### config.mk
export PLATFORM = sky130hd
export DESIGN_NAME = operand_bypass_network
export DESIGN_NICKNAME = d
export VERILOG_FILES = /design/src/rtl/cpu_fwd_pkg.sv /design/src/rtl/operand_bypass_network_fwd_select.sv /design/src/rtl/operand_bypass_network.sv
export SDC_FILE = /design/constraint.sdc
export NUM_CORES = 1
export LEC_CHECK = 0
export ABC_AREA = 1
export CELL_PAD_IN_SITES_DETAIL_PLACEMENT = 0
export CELL_PAD_IN_SITES_GLOBAL_PLACEMENT = 2
export CORE_MARGIN = 5
export CORE_UTILIZATION = 18
export CTS_CLUSTER_SIZE = 28
export DETAILED_ROUTE_END_ITERATION = 12
export PLACE_DENSITY_LB_ADDON = 0.15
export SYNTH_ARGS = -nofsm -noshare
export SYNTH_HDL_FRONTEND = slang
export SYNTH_HIERARCHICAL = 1
export SYNTH_SLANG_ARGS = --single-unit
export TNS_END_PERCENT = 5
### constraint.sdc
create_clock -name clk -period 6.2 [get_ports clk]
set_clock_uncertainty 0.1 [all_clocks]
set_input_delay 1.55 -clock clk [delete_from_list [all_inputs] [get_ports clk]]
set_output_delay 1.55 -clock clk [all_outputs]
set_load 0.1 [all_outputs]
### src/rtl/cpu_fwd_pkg.sv
// Shared types and constants for the execute-stage operand bypass network.
//   tag_t        : destination/source register tag (GPRs 1..31 plus HI/LO/HILO)
//   sb_entry_t   : one in-flight scoreboard entry {valid, tag, is_load}
//   src_b_mode_e : ALU operand B source select
//   tag_hit()    : tag comparison including the HILO wildcard
package cpu_fwd_pkg;

    localparam int TAG_W = 6;
    typedef logic [TAG_W-1:0] tag_t;

    localparam tag_t TAG_ZERO = 6'd0;
    localparam tag_t TAG_HI   = 6'd32;
    localparam tag_t TAG_LO   = 6'd33;
    localparam tag_t TAG_HILO = 6'd34;
    localparam tag_t TAG_NONE = 6'd63;

    localparam int NUM_STAGES_DEFAULT = 3;
    localparam int SEL_W = $clog2(NUM_STAGES_DEFAULT + 1);

    typedef struct packed {
        logic valid;
        tag_t tag;
        logic is_load;
    } sb_entry_t;

    typedef enum logic [1:0] {
        SRC_B_FWD  = 2'b00,
        SRC_B_IMM  = 2'b01,
        SRC_B_PC8  = 2'b10,
        SRC_B_ZERO = 2'b11
    } src_b_mode_e;

    function automatic int sel_width(int num_stages);
        return $clog2(num_stages + 1);
    endfunction

    // $0 and "no register" never forward. A MULT tracked as HILO satisfies
    // a read of either half; the stage data already carries the right half.
    function automatic logic tag_hit(tag_t entry_tag, tag_t src);
        logic hit;
        hit = 1'b0;
        if (src != TAG_ZERO && src != TAG_NONE) begin
            hit = (entry_tag == src) ||
                  (entry_tag == TAG_HILO && (src == TAG_HI || src == TAG_LO));
        end
        return hit;
    endfunction

endpackage

### src/rtl/operand_bypass_network_fwd_select.sv
// Per-operand priority matcher over the in-flight scoreboard.
//   sb          : scoreboard entries, index 0 = youngest (memory stage)
//   src_tag     : source tag being resolved
//   reg_data    : register-file read data for this source
//   stage_data  : result data held in each tracked stage
//   sel         : 0 = regfile, s+1 = stage s
//   not_ready   : youngest match is a load not yet at the ready stage
//   data        : resolved operand value (don't-care while not_ready)
module fwd_select
    import cpu_fwd_pkg::*;
#(
    parameter int DATA_W      = 32,
    parameter int NUM_STAGES  = 3,
    parameter int READY_STAGE = 1,
    parameter int SW          = 2
) (
    input  sb_entry_t [NUM_STAGES-1:0]        sb,
    input  tag_t                              src_tag,
    input  logic      [DATA_W-1:0]            reg_data,
    input  logic      [NUM_STAGES*DATA_W-1:0] stage_data,
    output logic      [SW-1:0]                sel,
    output logic                              not_ready,
    output logic      [DATA_W-1:0]            data
);

    // Scan oldest to youngest so the youngest match is the last to write,
    // which also keeps an older ready result from masking a pending load.
    always_comb begin
        sel       = '0;
        not_ready = 1'b0;
        data      = reg_data;
        for (int s = NUM_STAGES - 1; s >= 0; s--) begin
            if (sb[s].valid && tag_hit(sb[s].tag, src_tag)) begin
                sel       = SW'(s + 1);
                not_ready = sb[s].is_load && (s < READY_STAGE);
                data      = stage_data[s*DATA_W +: DATA_W];
            end
        end
        if (src_tag == TAG_ZERO) begin
            data = '0;
        end
    end

endmodule

### src/rtl/operand_bypass_network.sv
// Execute-stage operand bypass with an internal in-flight destination
// scoreboard. Resolves each source operand to the youngest ready producer
// and raises a load-use stall when that producer is not yet data-ready.
//   clk, reset_n           : clock, async active-low reset
//   issue_*                : execute-stage instruction being tracked
//   flush                  : kill execute and all tracked stages
//   src_tag, src_reg_data  : per-source tags and regfile read data
//   stage_data             : result data in each tracked stage
//   src_b_mode, sign_imm,
//   pc_plus_8              : ALU operand B selection inputs
//   src_a, src_b,
//   write_data             : resolved ALU operands and store data
//   fwd_sel                : per-source bypass select (0 = regfile)
//   stall                  : hold front end, bubble into the scoreboard
module operand_bypass_network
    import cpu_fwd_pkg::*;
#(
    parameter int DATA_W      = 32,
    parameter int NUM_SRC     = 2,
    parameter int NUM_STAGES  = 3,
    parameter int READY_STAGE = 1,
    localparam int LSEL_W     = sel_width(NUM_STAGES)
) (
    input  logic                          clk,
    input  logic                          reset_n,
    input  logic                          issue_valid,
    input  logic [TAG_W-1:0]              issue_dst,
    input  logic                          issue_is_load,
    input  logic                          flush,
    input  logic [NUM_SRC*TAG_W-1:0]      src_tag,
    input  logic [NUM_SRC*DATA_W-1:0]     src_reg_data,
    input  logic [NUM_STAGES*DATA_W-1:0]  stage_data,
    input  logic [1:0]                    src_b_mode,
    input  logic [DATA_W-1:0]             sign_imm,
    input  logic [DATA_W-1:0]             pc_plus_8,
    output logic [DATA_W-1:0]             src_a,
    output logic [DATA_W-1:0]             src_b,
    output logic [DATA_W-1:0]             write_data,
    output logic [NUM_SRC*LSEL_W-1:0]     fwd_sel,
    output logic                          stall
);

    sb_entry_t [NUM_STAGES-1:0] sb_q, sb_d;
    logic      [NUM_SRC-1:0]    not_ready;
    logic      [DATA_W-1:0]     opnd [NUM_SRC];

    for (genvar i = 0; i < NUM_SRC; i++) begin : g_src
        fwd_select #(
            .DATA_W      (DATA_W),
            .NUM_STAGES  (NUM_STAGES),
            .READY_STAGE (READY_STAGE),
            .SW          (LSEL_W)
        ) u_fwd_select (
            .sb         (sb_q),
            .src_tag    (src_tag[i*TAG_W +: TAG_W]),
            .reg_data   (src_reg_data[i*DATA_W +: DATA_W]),
            .stage_data (stage_data),
            .sel        (fwd_sel[i*LSEL_W +: LSEL_W]),
            .not_ready  (not_ready[i]),
            .data       (opnd[i])
        );
    end

    assign stall = issue_valid & (|not_ready);

    // A stalled execute instruction enters as a bubble; older entries keep
    // draining so the pending load can reach the ready stage.
    always_comb begin
        sb_d = '0;
        if (!flush) begin
            sb_d[0].valid   = issue_valid & ~stall;
            sb_d[0].tag     = issue_dst;
            sb_d[0].is_load = issue_is_load;
            for (int s = 1; s < NUM_STAGES; s++) begin
                sb_d[s] = sb_q[s-1];
            end
        end
    end

    always_ff @(posedge clk or negedge reset_n) begin
        if (!reset_n) begin
            sb_q <= '0;
        end else begin
            sb_q <= sb_d;
        end
    end

    assign src_a      = opnd[0];
    assign write_data = opnd[1];

    always_comb begin
        src_b = opnd[1];
        case (src_b_mode_e'(src_b_mode))
            SRC_B_FWD:  src_b = opnd[1];
            SRC_B_IMM:  src_b = sign_imm;
            SRC_B_PC8:  src_b = pc_plus_8;
            SRC_B_ZERO: src_b = '0;
            default:    src_b = opnd[1];
        endcase
    end

endmodule

Yosys cells after proc, flatten, opt, wreduce, memory -nomap -nowiden:

Cells that the tools add are included.

* word-level logic and storage cells: 81
* flip-flop bits (word level): 23

* equality and inequality tests: 18
* mux-type cells: 24
* bitwise logic cells: 3
* reduce and logical (&&, ||, !) cells: 28

Operators by type and width (number)
* $mux 32: 8
* $pmux 32 s4: 1
* $eq 6x6->1 const B: 7
* $eq 6x6->1: 6
* $mux 24: 1
* $logic_and 1x1->1: 14
* $logic_not 6->1: 2
* $mux 2: 6
* $ne 6x6->1 const B: 2
* $reduce_bool 6->1: 2
* $logic_or 1x1->1: 8
* $mux 1: 8
* $eq 2x2->1 const B: 2
* $and 1x1->1: 2
* $eq 2x1->1 const B: 1
* $logic_not 2->1: 1
* $reduce_or 2->1: 1
* $not 1->1: 1

Depth between registers and ports, before layout:

Gate-level depths: netlist of the first run.

* depth after elaboration: 12
* gate-level depth with buffers: 16
* depth with buffers taken out: 14

By module:

Netlist of the first run, hierarchy kept.

By module, submodules not included
* fwd_select: cells an instance 472, instances 2, area an instance 2144.6 um^2, seq. area each 0.0 um^2
* operand_bypass_network: cells an instance 225, instances 1, area an instance 1586.5 um^2, seq. area each 600.6 um^2

Worst setup path after synthesis of the first run:

OpenSTA, ideal clock, no wires.

* path type: input -> output
* from: input src_tag[9]
* to: output src_b[10]
* data arrival time: 4.007 ns
* slack: 0.543 ns
* cell stages on the path: 12
* cell sequence: nor2_2 nand2_1 nor2_2 nand3_1 a21oi_2 buf_2 nand3_1 nand3_1 nand2_1 inv_1 nand2_1 nand3_1

* word-level cells in the longest chain between the ends: 11
* elaborated cells between the ends (all ways): 27
* those cells by class: 6 x eq/ne; 8 x mux; 13 x reduce/logical

Ends and longest elaborated chain
* start: declaration: line operand_bypass_network.sv:30 `input logic [NUM_SRC*TAG_W-1:0] src_tag,`
* $eq 6x6->1: line cpu_fwd_pkg.sv:44 `(entry_tag == TAG_HILO && (src == TAG_HI || src == TAG_LO));`
* $logic_or 1x1->1: line cpu_fwd_pkg.sv:44
* $logic_and 1x1->1: line cpu_fwd_pkg.sv:44
* $logic_or 1x1->1: line cpu_fwd_pkg.sv:43 `hit = (entry_tag == src) ||`
* $mux 1: line cpu_fwd_pkg.sv:42 `if (src != TAG_ZERO && src != TAG_NONE) begin`
* $logic_and 1x1->1: line operand_bypass_network_fwd_select.sv:33 `if (sb[s].valid && tag_hit(sb[s].tag, src_tag)) begin`
* $mux 32 (3 in a row): line operand_bypass_network_fwd_select.sv:33
* $mux 32 (*): line operand_bypass_network_fwd_select.sv:39 `if (src_tag == TAG_ZERO) begin`
* via write_data[10]: line operand_bypass_network.sv:38 `output logic [DATA_W-1:0] write_data,`
* $pmux 32 s4 (*): line operand_bypass_network.sv:93 `case (src_b_mode_e'(src_b_mode))`
* end: declaration: line operand_bypass_network.sv:37 `output logic [DATA_W-1:0] src_b,`

The timed path passes the listed nets; every way through them passes the cells marked *.

Worst setup path in the final report of the first run:

* from: input src_tag[8]
* to: output src_b[0]

* word-level cells in the longest chain between the ends: 11
* elaborated cells between the ends (all ways): 27
* those cells by class: 6 x eq/ne; 8 x mux; 13 x reduce/logical

Ends and longest elaborated chain (line)
* $eq 6x6->1: cpu_fwd_pkg.sv:44
* $logic_or 1x1->1: cpu_fwd_pkg.sv:44
* $logic_and 1x1->1: cpu_fwd_pkg.sv:44
* $logic_or 1x1->1: cpu_fwd_pkg.sv:43
* $mux 1: cpu_fwd_pkg.sv:42
* $logic_and 1x1->1: operand_bypass_network_fwd_select.sv:33
* $mux 32 (3 in a row): operand_bypass_network_fwd_select.sv:33
* $mux 32 (*): operand_bypass_network_fwd_select.sv:39
* $pmux 32 s4 (*): operand_bypass_network.sv:93

Mark *: on every way between the ends. The rest lies on a longest branch, timed or not.

==> results of run 1 <==
-- where the power goes --
part | total [mW] | internal [mW] | switching (mW)
logic | 0.935 | 0.372 | 0.562
clock network | 0.149 | 0.0984 | 0.0503
registers | 0.160 | 0.149 | 0.0111
-- worst paths after layout --
check	startpoint	endpoint	slack (ns)	cells after the start
worst min register to register	sb_q[15]	sb_q[23]	0.44	2
max in group asynchronous	reset_n	sb_q[12]	3.66	1
worst min-delay path	sb_q[15]	sb_q[23]	0.44	2
min in group asynchronous	reset_n	sb_q[0]	1.74	1
worst max register to register	sb_q[5]	sb_q[7]	4.32	11
worst max-delay path	src_tag[8]	src_b[0]	0.31	17
-- per-layer routing --
metal	wire (microns)	vias to the layer above
met2	17800	272
li1	-	4226
met3	2180	30
met4	705	2
met1	15400	3756
met5	12	-
-- layout make-up --
type / instances / area, sq um
Antenna cell: 5 / 12.5
Clock buffer: 4 / 88.8
Fill cell: 3509 / 21100
Inverter: 266 / 998
Multi-Input combinational cell: 798 / 3690
Sequential cell: 22 / 551
Tap cell: 402 / 503
Timing Repair Buffer: 377 / 4810
-- worst min-delay path: stages, from the launching register on --
cell and delay (ns):
sky130_fd_sc_hd__dfrtp_1 0.41, sky130_fd_sc_hd__inv_1 0.07, sky130_fd_sc_hd__nor2_1 0.03
-- stage by stage --
step	power, mW	area (sq um)
after floorplan	0.650	5810
after detailed placement	1.10	10600
after global routing	1.30	10700
final	1.24	10700
after CTS	1.26	10600
after global placement	1.11	10600
==> reports/qor.log, run 1 <==
[outcome] status finished, final reports clean
[global_route] highest-utilization routing layer at the global route stage met2
[yosys] instance count of the mapped netlist 1163
[finish] largest register by flop count sb_q
[global_route] antenna violations before repair 5
[global_route] global-route wire length before repair 53600 microns
[timing] Worst Hold Slack 0.444 ns
[timing] final setup vio count 0
[die] core outline area 31700 sq um
[drt] WL/cell 19.3 microns
[finish] fraction of layout instances using a drive strength above 1 13.9%
[clock_tree] buffer type at the clock tree root sky130_fd_sc_hd__clkbuf_16
[power] power density cells 117 nW/um^2
[place] DP Wirelength 28900 microns
[setup_path] CP arrival 4.24 ns
[timing] highest clock frequency the design can meet 170 MHz
[die] number of I/O pins 350
[yosys] syn nets 1412
[clock_tree] total of hold buffers inserted after clock tree synthesis 0
[drt] vias 8286
[timing] final slew viol count 0
[die] area of the die 36000 sq um
[place] # placed instances 1865
[global_route] met3 layer usage reported by global route 2.86%
[drt] Via density 4.42
[clock_tree] post-cts repair resize count 0
[setup_path] type of element capturing the critical path primary output
[timing] fin crit period 5.89 ns
[clock_tree] number of CTS-inserted buffers 3
[clock_tree] CTS tree yes
[setup_path] endpoint required time on the critical path 4.55 ns
[finish] max FFs per register 22
[drt] violation count after the first detailed-route iteration 401
[timing] Max-Slew Margin vs Limit 33.9%
[die] vertical die dimension 190 microns
[place] RePlAce Congestion 0.866
[drt] overall routed net length 36100 microns
[finish] Largest regs sb_q (22)
[global_route] maximum number of pins on one net before global-route repair 68
[power] Leakage 5.22 nW
[clock_tree] post-CTS clock slew at the launch and capture registers of the worst setup and hold paths 0.06 ns
[setup_path] biggest cell delay along the critical path 0.61 ns
[finish] fraction of the core area covered by cells at the end of the flow 33.6%
[yosys] mean instance size in the synthesized netlist 5.00 sq um
[finish] most common library cell in the layout ignoring fill and taps sky130_fd_sc_hd__nand3_1
[finish] Layout area overhead 83.4%
[setup_path] critical path startpoint category primary input
[global_route] total grt overflow 0
[global_route] Total Routing Usage GR 19.2%
[timing] least setup slack across all paths after layout 0.306 ns
[global_route] met1 track utilization from global routing 24.5%
[place] number of buffer cells added on primary ports 349
[setup_path] most repeated library cell on the critical path sky130_fd_sc_hd__nand2_1
[yosys] number of warnings printed during yosys synthesis 6
[place] worst-case setup slack after placement 0.290 ns
[clock_tree] post-CTS repair timing setup buffer count 0
[drt] DRC violations left 0
[setup_path] worst-path cell chain clkdlybuf4s50_1, inv_2, nand2_1, nand2_1, nor2_1, nand3_1, nand2_2, buf_4, nand3_1, nand2_1, inv_1, nand3_1, nand2_1, inv_1, nand2_1, nand3_1, buf_12
[clock_tree] clock sinks 22
[global_route] Global Route met2 Usage 34.2%
[setup_path] critical setup path kind in -> out
[die] row cnt 65
[die] Die X-Extent 190 microns
[min_path] class of the tightest hold or removal check reg -> reg
[timing] Worst Tran Pin Value 0.988 ns
[clock_tree] level count of the clock H-tree 1
[finish] highest-count cells in the layout ignoring fill and taps sky130_fd_sc_hd__nand3_1 (364), sky130_fd_sc_hd__nand2_1 (267), sky130_fd_sc_hd__clkdlybuf4s50_1 (248)
[yosys] cell area after technology mapping 5810 sq um
[timing] Final Hold Fails 0
[flow_run] number of max-cap violations 0
[power] Peak VDD IR 0.000118 V
[setup_path] CP delay by family, top buffers and inverters
[setup_path] Buf/Inv on CP 6
[clock_tree] clock tree buffer depth 2
[drt] antenna viol nets, final 0
[clock_tree] Clock Latency Late Sink 0.25 ns
[timing] RSZ-0062 raised after global routing false
[timing] share of the clock period used by the worst path after layout 95.1%
[timing] Setup TNS Final 0 ns
[setup_path] cell with the biggest individual delay on the critical path sky130_fd_sc_hd__clkdlybuf4s50_1
[finish] Layout Cells excl Fill 1874
[setup_path] CP Max Fanout 13
[die] initial core utilization 18.3%
[finish] post-layout net count 1717
[drt] number of search-and-repair iterations in the first detailed-routing pass 6
[global_route] via count of the first global-routing pass 8451
Power figures use the tool's default switching activity.
==> run 2, diff against run 1 <==
--- a/config.mk
+++ b/config.mk
@@ -10,6 +10,7 @@
 export CELL_PAD_IN_SITES_GLOBAL_PLACEMENT = 2
 export CORE_MARGIN = 5
 export CORE_UTILIZATION = 18
+export CTS_BUF_LIST = sky130_fd_sc_hd__clkbuf_8
 export CTS_CLUSTER_SIZE = 28
 export DETAILED_ROUTE_END_ITERATION = 12
 export PLACE_DENSITY_LB_ADDON = 0.15
==> constraint.sdc (replaced) <==
create_clock -name clk -period 6.8 [get_ports clk]
set_clock_uncertainty 0.1 [all_clocks]
set_input_delay 1.7 -clock clk [delete_from_list [all_inputs] [get_ports clk]]
set_output_delay 1.7 -clock clk [all_outputs]
set_load 0.1 [all_outputs]
==> run 2 against run 1 <==
  * First-iteration DRC count is 5.2% higher
  * Hold slack got worse by 0.020 ns
  * Utilization decreased by 0.29 points
  * Routed wire length about the same
  * Via count grew 0.88%
  * Highest routed layer unchanged
  * Register-to-register slack better by 0.51 ns
  * Combinational power decreased by 9.0%
  * Critical path depth shrank 5
  * Non-clock buffer count decreased by 4
  * Final cell count is 0.37% lower
  * Largest cell class unchanged
  * Total power decreased by 9.8%
  * Design area is 0.87% lower
==> reports/qor.log, run 2 (synthesis results as in run 1) <==
[drt] antenna viol nets, final 0 [unchanged]
[power] power density cells 106 nW/um^2 [-9.0%]
[drt] DRC violations left 0 [unchanged]
[finish] max FFs per register 22 [unchanged]
[clock_tree] Clock Latency Late Sink 0.27 ns [+0.02 ns]
[die] area of the die 36000 sq um [unchanged]
[finish] most common library cell in the layout ignoring fill and taps sky130_fd_sc_hd__nand3_1
[timing] Final Hold Fails 0 [unchanged]
[setup_path] type of element capturing the critical path primary output
[clock_tree] post-CTS clock slew at the launch and capture registers of the worst setup and hold paths 0.08 ns [+0.02 ns]
[place] worst-case setup slack after placement 0.527 ns [+0.237 ns]
[timing] share of the clock period used by the worst path after layout 91.4%
[min_path] launch point of the worst hold path sb_q[15]
[timing] fin crit period 6.21 ns
[place] RePlAce Congestion 0.840 [-3.0%]
[clock_tree] post-CTS repair timing setup buffer count 0 [unchanged]
[setup_path] RR Startpoint sb_q[3]
[setup_path] critical path startpoint category primary input
[drt] number of search-and-repair iterations in the first detailed-routing pass 5 [-1]
[finish] largest register by flop count sb_q
[die] number of I/O pins 350 [unchanged]
[setup_path] biggest cell delay along the critical path 0.54 ns [-0.07 ns]
[clock_tree] number of CTS-inserted buffers 3 [unchanged]
[setup_path] endpoint required time on the critical path 5.00 ns [+0.45 ns]
[timing] Max-Slew Margin vs Limit 28.9% [-5.0 points]
[die] vertical die dimension 190 microns [unchanged]
[clock_tree] post-cts repair resize count 0 [unchanged]
[clock_tree] CTS tree yes
[clock_tree] total of hold buffers inserted after clock tree synthesis 0 [unchanged]
[place] DP Wirelength 28900 microns [-0.20%]
[place] number of buffer cells added on primary ports 349 [unchanged]
[drt] violation count after the first detailed-route iteration 422 [+5.2%]
[die] row cnt 65 [unchanged]
[global_route] maximum number of pins on one net before global-route repair 47 [-31%]
[place] # placed instances 1861 [-0.21%]
[global_route] Total Routing Usage GR 19.2% [-0.035 points]
[clock_tree] clock tree buffer depth 2 [unchanged]
[finish] fraction of the core area covered by cells at the end of the flow 33.3% [-0.29 points]
[timing] Worst Hold Slack 0.424 ns [-0.0201 ns]
[timing] Worst Tran Pin Value 1.06 ns [+0.0746 ns]
[setup_path] Setup crit start src_tag[5]
[clock_tree] level count of the clock H-tree 1 [unchanged]
[setup_path] worst-path cell chain clkdlybuf4s50_1, nor2_1, nand4_2, nand3_2, inv_1, nand2_2, buf_4, nand3_1, nand3_1, nand2_1, inv_1, buf_12
[timing] final slew viol count 0 [unchanged]
[outcome] status finished, final reports clean
[global_route] global-route wire length before repair 53800 microns [+0.39%]
[global_route] met1 track utilization from global routing 24.7% [+0.23 points]
[setup_path] CP Max Fanout 18 [+5]
[timing] Setup TNS Final 0 ns [unchanged]
[die] core outline area 31700 sq um [unchanged]
[finish] post-layout net count 1713 [-0.23%]
[setup_path] critical setup path kind in -> out
[finish] fraction of layout instances using a drive strength above 1 13.7% [-0.24 points]
[global_route] total grt overflow 0 [unchanged]
[die] Die X-Extent 190 microns [unchanged]
[global_route] highest-utilization routing layer at the global route stage met2
[finish] Layout Cells excl Fill 1867 [-0.37%]
[setup_path] cell with the biggest individual delay on the critical path sky130_fd_sc_hd__clkdlybuf4s50_1
[drt] vias 8359 [+0.88%]
[timing] highest clock frequency the design can meet 161 MHz
[setup_path] CP arrival 4.41 ns [+0.17 ns]
[global_route] antenna violations before repair 3 [-2]
[place] Area after DPL 10500 sq um [-0.64%]
[drt] overall routed net length 36100 microns [about the same]
[timing] final setup vio count 0 [unchanged]
[global_route] via count of the first global-routing pass 8589 [+1.6%]
[power] post-route total power 1.12 mW [-9.8%]
[power] Leakage 5.17 nW [-0.89%]
[finish] Layout area overhead 81.8%
[flow_run] number of max-cap violations 0 [unchanged]
[finish] Largest regs sb_q (22)
[min_path] class of the tightest hold or removal check reg -> reg
[setup_path] CP delay by family, top simple AND/OR/NAND/NOR gates
[setup_path] Buf/Inv on CP 5 [-1]
[drt] WL/cell 19.4 microns [+0.38%]
[clock_tree] buffer type at the clock tree root sky130_fd_sc_hd__clkbuf_8
[power] Peak VDD IR 0.0000711 V [-40%]
[drt] Via density 4.48 [+1.3%]
[die] initial core utilization 18.3% [unchanged]
[finish] highest-count cells in the layout ignoring fill and taps sky130_fd_sc_hd__nand3_1 (364), sky130_fd_sc_hd__nand2_1 (267), sky130_fd_sc_hd__clkdlybuf4s50_1 (248)
[clock_tree] clock sinks 22 [unchanged]
[global_route] Global Route met2 Usage 34.5% [+0.29 points]
[timing] least setup slack across all paths after layout 0.586 ns [+0.280 ns]
[finish] post-layout instance area 10600 sq um [-0.87%]
[global_route] met3 layer usage reported by global route 2.81% [-0.055 points]
[timing] RSZ-0062 raised after global routing false
## run 2: cell count changes in the layout (fill, tap and decap cells not counted)
cell / change
sky130_fd_sc_hd__clkbuf_16: -3
sky130_fd_sc_hd__diode_2: -3
sky130_fd_sc_hd__clkbuf_8: +2
sky130_fd_sc_hd__buf_4: -1
sky130_fd_sc_hd__buf_12: -3
sky130_fd_sc_hd__bufinv_16: +1
## run 2: worst reg2reg max path, cell delays in order, from the launching register on
cell	delay, ns
sky130_fd_sc_hd__dfrtp_1	0.50
sky130_fd_sc_hd__inv_1	0.07
sky130_fd_sc_hd__nand2_1	0.06
sky130_fd_sc_hd__nand2_1	0.07
sky130_fd_sc_hd__nor2_1	0.16
sky130_fd_sc_hd__nand3_1	0.10
sky130_fd_sc_hd__nand2_1	0.16
sky130_fd_sc_hd__nand2_2	0.07
sky130_fd_sc_hd__buf_4	0.25
sky130_fd_sc_hd__nor2_1	0.15
sky130_fd_sc_hd__nor2_1	0.06
sky130_fd_sc_hd__nand2_1	0.05
sky130_fd_sc_hd__nor2_1	0.04
## run 2: final timing paths
check                             to  depth (start not counted)  slack, ns
min reg2reg                 sb_q[23]                          2       0.42
min                         sb_q[23]                          2       0.42
max reg2reg                  sb_q[7]                         12       4.83
min in group asynchronous    sb_q[2]                          1       1.90
max                        src_a[16]                         12       0.59
max in group asynchronous   sb_q[18]                          1       4.06
## run 2: cell type report
type                       count  area [sq um]
multi-input combinational    798          3690
timing repair buffer         373          4750
clock buffer                   3          41.3
antenna                        2          5.00
inverter                     266           998
tap                          402           503
sequential                    22           551
clock inverter                 1          30.0
fill                        3579         21200
## run 2: layer usage
metal	vias up	wire length, microns
met5	-	20
met4	2	540
met3	22	1770
met2	251	17800
met1	3869	16000
li1	4215	-
## run 2: report_power, final
group	leakage, nW	switching [mW]	internal [mW]	total [mW]
clock network	0.0357	0.0477	0.0787	0.126
registers	0.293	0.00874	0.136	0.145
logic	4.84	0.512	0.339	0.851
==> variant 1 (flow settings as in run 2) <==
`DATA_W` is set to 32 in 2 places; all go to 64.
--- a/src/rtl/operand_bypass_network_fwd_select.sv
+++ b/src/rtl/operand_bypass_network_fwd_select.sv
@@ -9,7 +9,7 @@
 module fwd_select
     import cpu_fwd_pkg::*;
 #(
-    parameter int DATA_W      = 32,
+    parameter int DATA_W      = 64,
     parameter int NUM_STAGES  = 3,
     parameter int READY_STAGE = 1,
     parameter int SW          = 2
--- a/src/rtl/operand_bypass_network.sv
+++ b/src/rtl/operand_bypass_network.sv
@@ -15,7 +15,7 @@
 module operand_bypass_network
     import cpu_fwd_pkg::*;
 #(
-    parameter int DATA_W      = 32,
+    parameter int DATA_W      = 64,
     parameter int NUM_SRC     = 2,
     parameter int NUM_STAGES  = 3,
     parameter int READY_STAGE = 1,
Ports: changed (7 resized); port bits go from 350 to 670. No check against the original RTL was run, so the function may have changed too.
==> variant 1 against run 2 <==
  * Cell area grew 79%
  * Wire length grew 110%
  * Synthesized cell count grew 73%
  * Area after synthesis grew 65%
  * Largest cell class unchanged
  * Sequential share of layout area shrank 2.3 points
  * Sequential cell count is the same
  * Via count grew 84%
  * Worst setup slack lost 0.039 ns
  * First-iteration DRC count grew 120%
  * Total power grew 72%
==> variant 1: results (changes against run 2) <==
CTS Buffer Depth=2 (unchanged); largest net degree at the start of global routing=65 (+38%); WL met1=30600 um (+91%); Mapped Nets=2487 (+76%); Placed Cells=3253 (+75%); leakage=9.17 nW (+77%); Layout Nets=3043 (+78%); Worst Path Max Fanout=32 (+14); Worst R2R Start=sb_q[5]; H-tree levels=1 (unchanged); final wirelength=77000 um (+110%); Sequential Power Share=0.075 (-0.054); layout cells sized above 1=0.107 (-0.0300); origin of the worst setup path=src_tag[8]; HPWL after DPL=60000 um (+110%); Seq power=145 uW (about the same); worst vdd ir=0.0674 mV (-5.3%); vias in the first global route=15200 (+77%); RD Place Congestion=0.935 (+11%); switching part of the total=0.551 (+0.0440); Slew @ Worst Pin=1.05 ns (-0.0172 ns); logic gate share of total power=0.859 (+0.100); first-pass GRT wire length=107000 um (+98%); worst hold path depth=2 (unchanged); I/O Buffers=669 (+92%); wire per inst=23.4 um (+21%); gr usage total=0.244 (+0.0527); hold path startpoint=sb_q[15]; routed wl met2=39100 um (+120%); flop2flop setup slack=4.64 ns (-0.19 ns); routed length on met3=5340 um (+200%); Placement Setup Slack=0.548 ns (+0.0205 ns); initial DRC count=914 (+120%); setup repair bufs after CTS=0 (unchanged); number of buffers created by CTS=3 (unchanged); outcome=completed; critical path arrival=4.45 ns (+0.04 ns); initial antenna violation count=38 (+35); CTS root buffer=clkbuf_8; worst skew pair latency=0.27 ns (about the same); drt via density=4.68 (+4.5%); max layer used=met5; hold slack=0.429 ns (+0.00480 ns); register clock-pin slew on the reported worst setup and hold paths=0.09 ns; synthesized area per cell=4.76 um^2 (-4.7%); Resized cells post-CTS=0 (unchanged); CP Capture Point=src_b[9]; Reg2Reg Depth=11 (-1); Syn. warnings=6 (unchanged); Cell Area, Placed=18800 um^2 (+79%)
[variant 1: cell types whose count changed in the layout (fill, tap and decap cells not counted), sizes merged, moves of 64 or more]
cell           delta
clkdlybuf4s50   +222
nand2           +160
buf             +116
o21ai            +64
nand3           +352
inv             +192
[variant 1: critical path: cells and delay by family]
family / cells / cell delay (ns)
compound gates: 1 / 0.09
simple gates: 8 / 1.27
buf+inv: 6 / 1.35
[variant 1: layout make-up]
type                            count  area (um^2)
Antenna cell                       28         70.1
Tap cell                          688          861
Clock buffer                        3         41.3
Fill cell                        5774        33700
Clock inverter                      1         30.0
Sequential cell                    22          551
Timing Repair Buffer              711         9280
Inverter                          458         1720
Multi-Input combinational cell   1374         6360
[variant 1: per-layer routing]
metal / vias to the layer above / global-route usage
met3: 89 / 0.0487
li1: 7450 / -
met1: 7241 / 0.294
met5: - / 0
met2: 568 / 0.442
met4: 22 / 0.0686
==> variant 2 (flow settings as in run 2) <==
Made on the original files. Reset style: synchronous (`reset_n`), changed in one clocked block. Comments in the files are not updated.
--- a/src/rtl/operand_bypass_network.sv
+++ b/src/rtl/operand_bypass_network.sv
@@ -77,7 +77,7 @@
         end
     end
 
-    always_ff @(posedge clk or negedge reset_n) begin
+    always_ff @(posedge clk) begin
         if (!reset_n) begin
             sb_q <= '0;
         end else begin
Function: differs if reset_n is asserted again (counterexample within 4 cycles, from zero or initial values and one cycle with reset_n low); with reset_n held inactive, the same outputs for 10 cycles.
==> variant 2 against run 2 <==
  * Maximum frequency shrank 0.71%
  * Critical path depth grew 3
  * Worst setup slack got worse by 0.044 ns
  * Sequential cell count stayed put
  * Cell area decreased by 1.0%
  * Combinational power is 6.9% lower
  * Die area down 1.7%
  * Wire length down 2.9%
  * Count of clock-buffer cells in the layout is the same
  * Synthesized cell count grew 0.17%
  * Sequential power down 6%
  * Total power fell by 6.0%
  * Area after synthesis fell by 1.7%
==> variant 2: results (changes against run 2) <==
leakage=4.99 nW (-3.4%); critical path arrival=4.46 ns (+0.05 ns); r2r endpoint=sb_q[7]; gr usage total=0.189 (-0.00241); outcome=completed; Largest regs=sb_q: 22 flops; Setup TNS=0 ns (unchanged); relative slew slack=0.504 (+0.214); Max-Cap Viols=0 (unchanged); maximum clock rate=160 MHz (-0.71%); min-delay worst type=flop to flop; I/O Buffers=349 (unchanged); final wirelength=35100 um (-2.9%); 1st-pass router iterations=4 (-1); Layout Nets=1712 (-0.058%); layout cells sized above 1=0.135 (-0.00196); number of buffers created by CTS=3 (unchanged); Worst R2R Start=sb_q[6]; origin of the worst setup path=src_tag[10]; CP Capture Point=src_b[23]; Syn. warnings=6 (unchanged); Placement Setup Slack=0.505 ns (-0.0220 ns); CTS Buffer Depth=2 (unchanged); first-pass GRT wire length=52400 um (-2.6%); H-tree levels=1 (unchanged); worst vdd ir=0.0847 mV (+19%); Resized cells post-CTS=0 (unchanged); RD Place Congestion=0.820 (-2.3%); Worst Path Max Fanout=16 (-2); vias post-DR=8320 (-0.47%); CTS root buffer=clkbuf_8; Biggest register=sb_q; flop2flop setup slack=4.65 ns (-0.18 ns); initial antenna violation count=7 (+4); largest net degree at the start of global routing=68 (+45%); Reg2Reg Depth=12 (unchanged); HPWL after DPL=28000 um (-3.0%); Mapped Nets=1414 (+0.14%); setup repair bufs after CTS=0 (unchanged); DRC Markers=0 (unchanged); worst skew pair latency=0.27 ns (about the same); initial DRC count=411 (-2.6%)
variant 2: critical path: stages:
cell,delay (ns)
clkdlybuf4s50_1,0.62
inv_2,0.11
nand2_1,0.07
nand2_1,0.05
nor2_1,0.11
nand3_1,0.15
a21oi_4,0.38
buf_4,0.32
nand3_1,0.10
nand3_1,0.10
nand2_1,0.13
inv_1,0.16
nand2_1,0.07
nand3_1,0.17
buf_12,0.20
variant 2: worst min path at each step:
stage	slack, ns	start	depth (start not counted)	endpoint
after floorplan	0.31	sb_q[7]	2	sb_q[15]
after global placement	0.33	sb_q[15]	2	sb_q[23]
after detailed placement	0.34	sb_q[15]	2	sb_q[23]
after CTS	0.35	sb_q[15]	2	sb_q[23]
after global routing	0.38	sb_q[15]	2	sb_q[23]
final	0.35	sb_q[15]	2	sb_q[23]
variant 2: power by group:
| part | switching (mW) | leakage (nW) | internal (mW) |
|---|---|---|---|
| combinational | 0.470 | 4.78 | 0.322 |
| sequential | 0.00511 | 0.179 | 0.132 |
| clock | 0.0473 | 0.0357 | 0.0787 |
variant 2: layout make-up:
class                      instances  area, um^2
timing repair buffer             370        4740
clock inverter                     1        30.0
inverter                         267        1000
antenna                            2        5.00
multi-input combinational        799        3690
clock buffer                       3        41.3
tap                              402         503
fill                            3544       21000
sequential                        22         440
variant 2: layer usage:
metal | global-route usage | share of wire | wire, um
met1 | 0.239 | 0.43 | 15100
met2 | 0.350 | 0.50 | 17500
met3 | 0.0296 | 0.062 | 2180
met4 | 0.0186 | 0.0060 | 211
met5 | 0 | 0.0012 | 41
variant 2: through the flow:
step           utilization  cell area (um^2)  hold slack (ns)  instances
4_1_cts              0.332             10400            0.355       1864
2_1_floorplan            -              5710            0.314       1165
6_report             0.332             10500            0.349       1866
3_5_place_dp         0.330             10400            0.340       1860
5_1_grt              0.332             10500            0.377       1866
3_3_place_gp         0.330             10400            0.334       1860
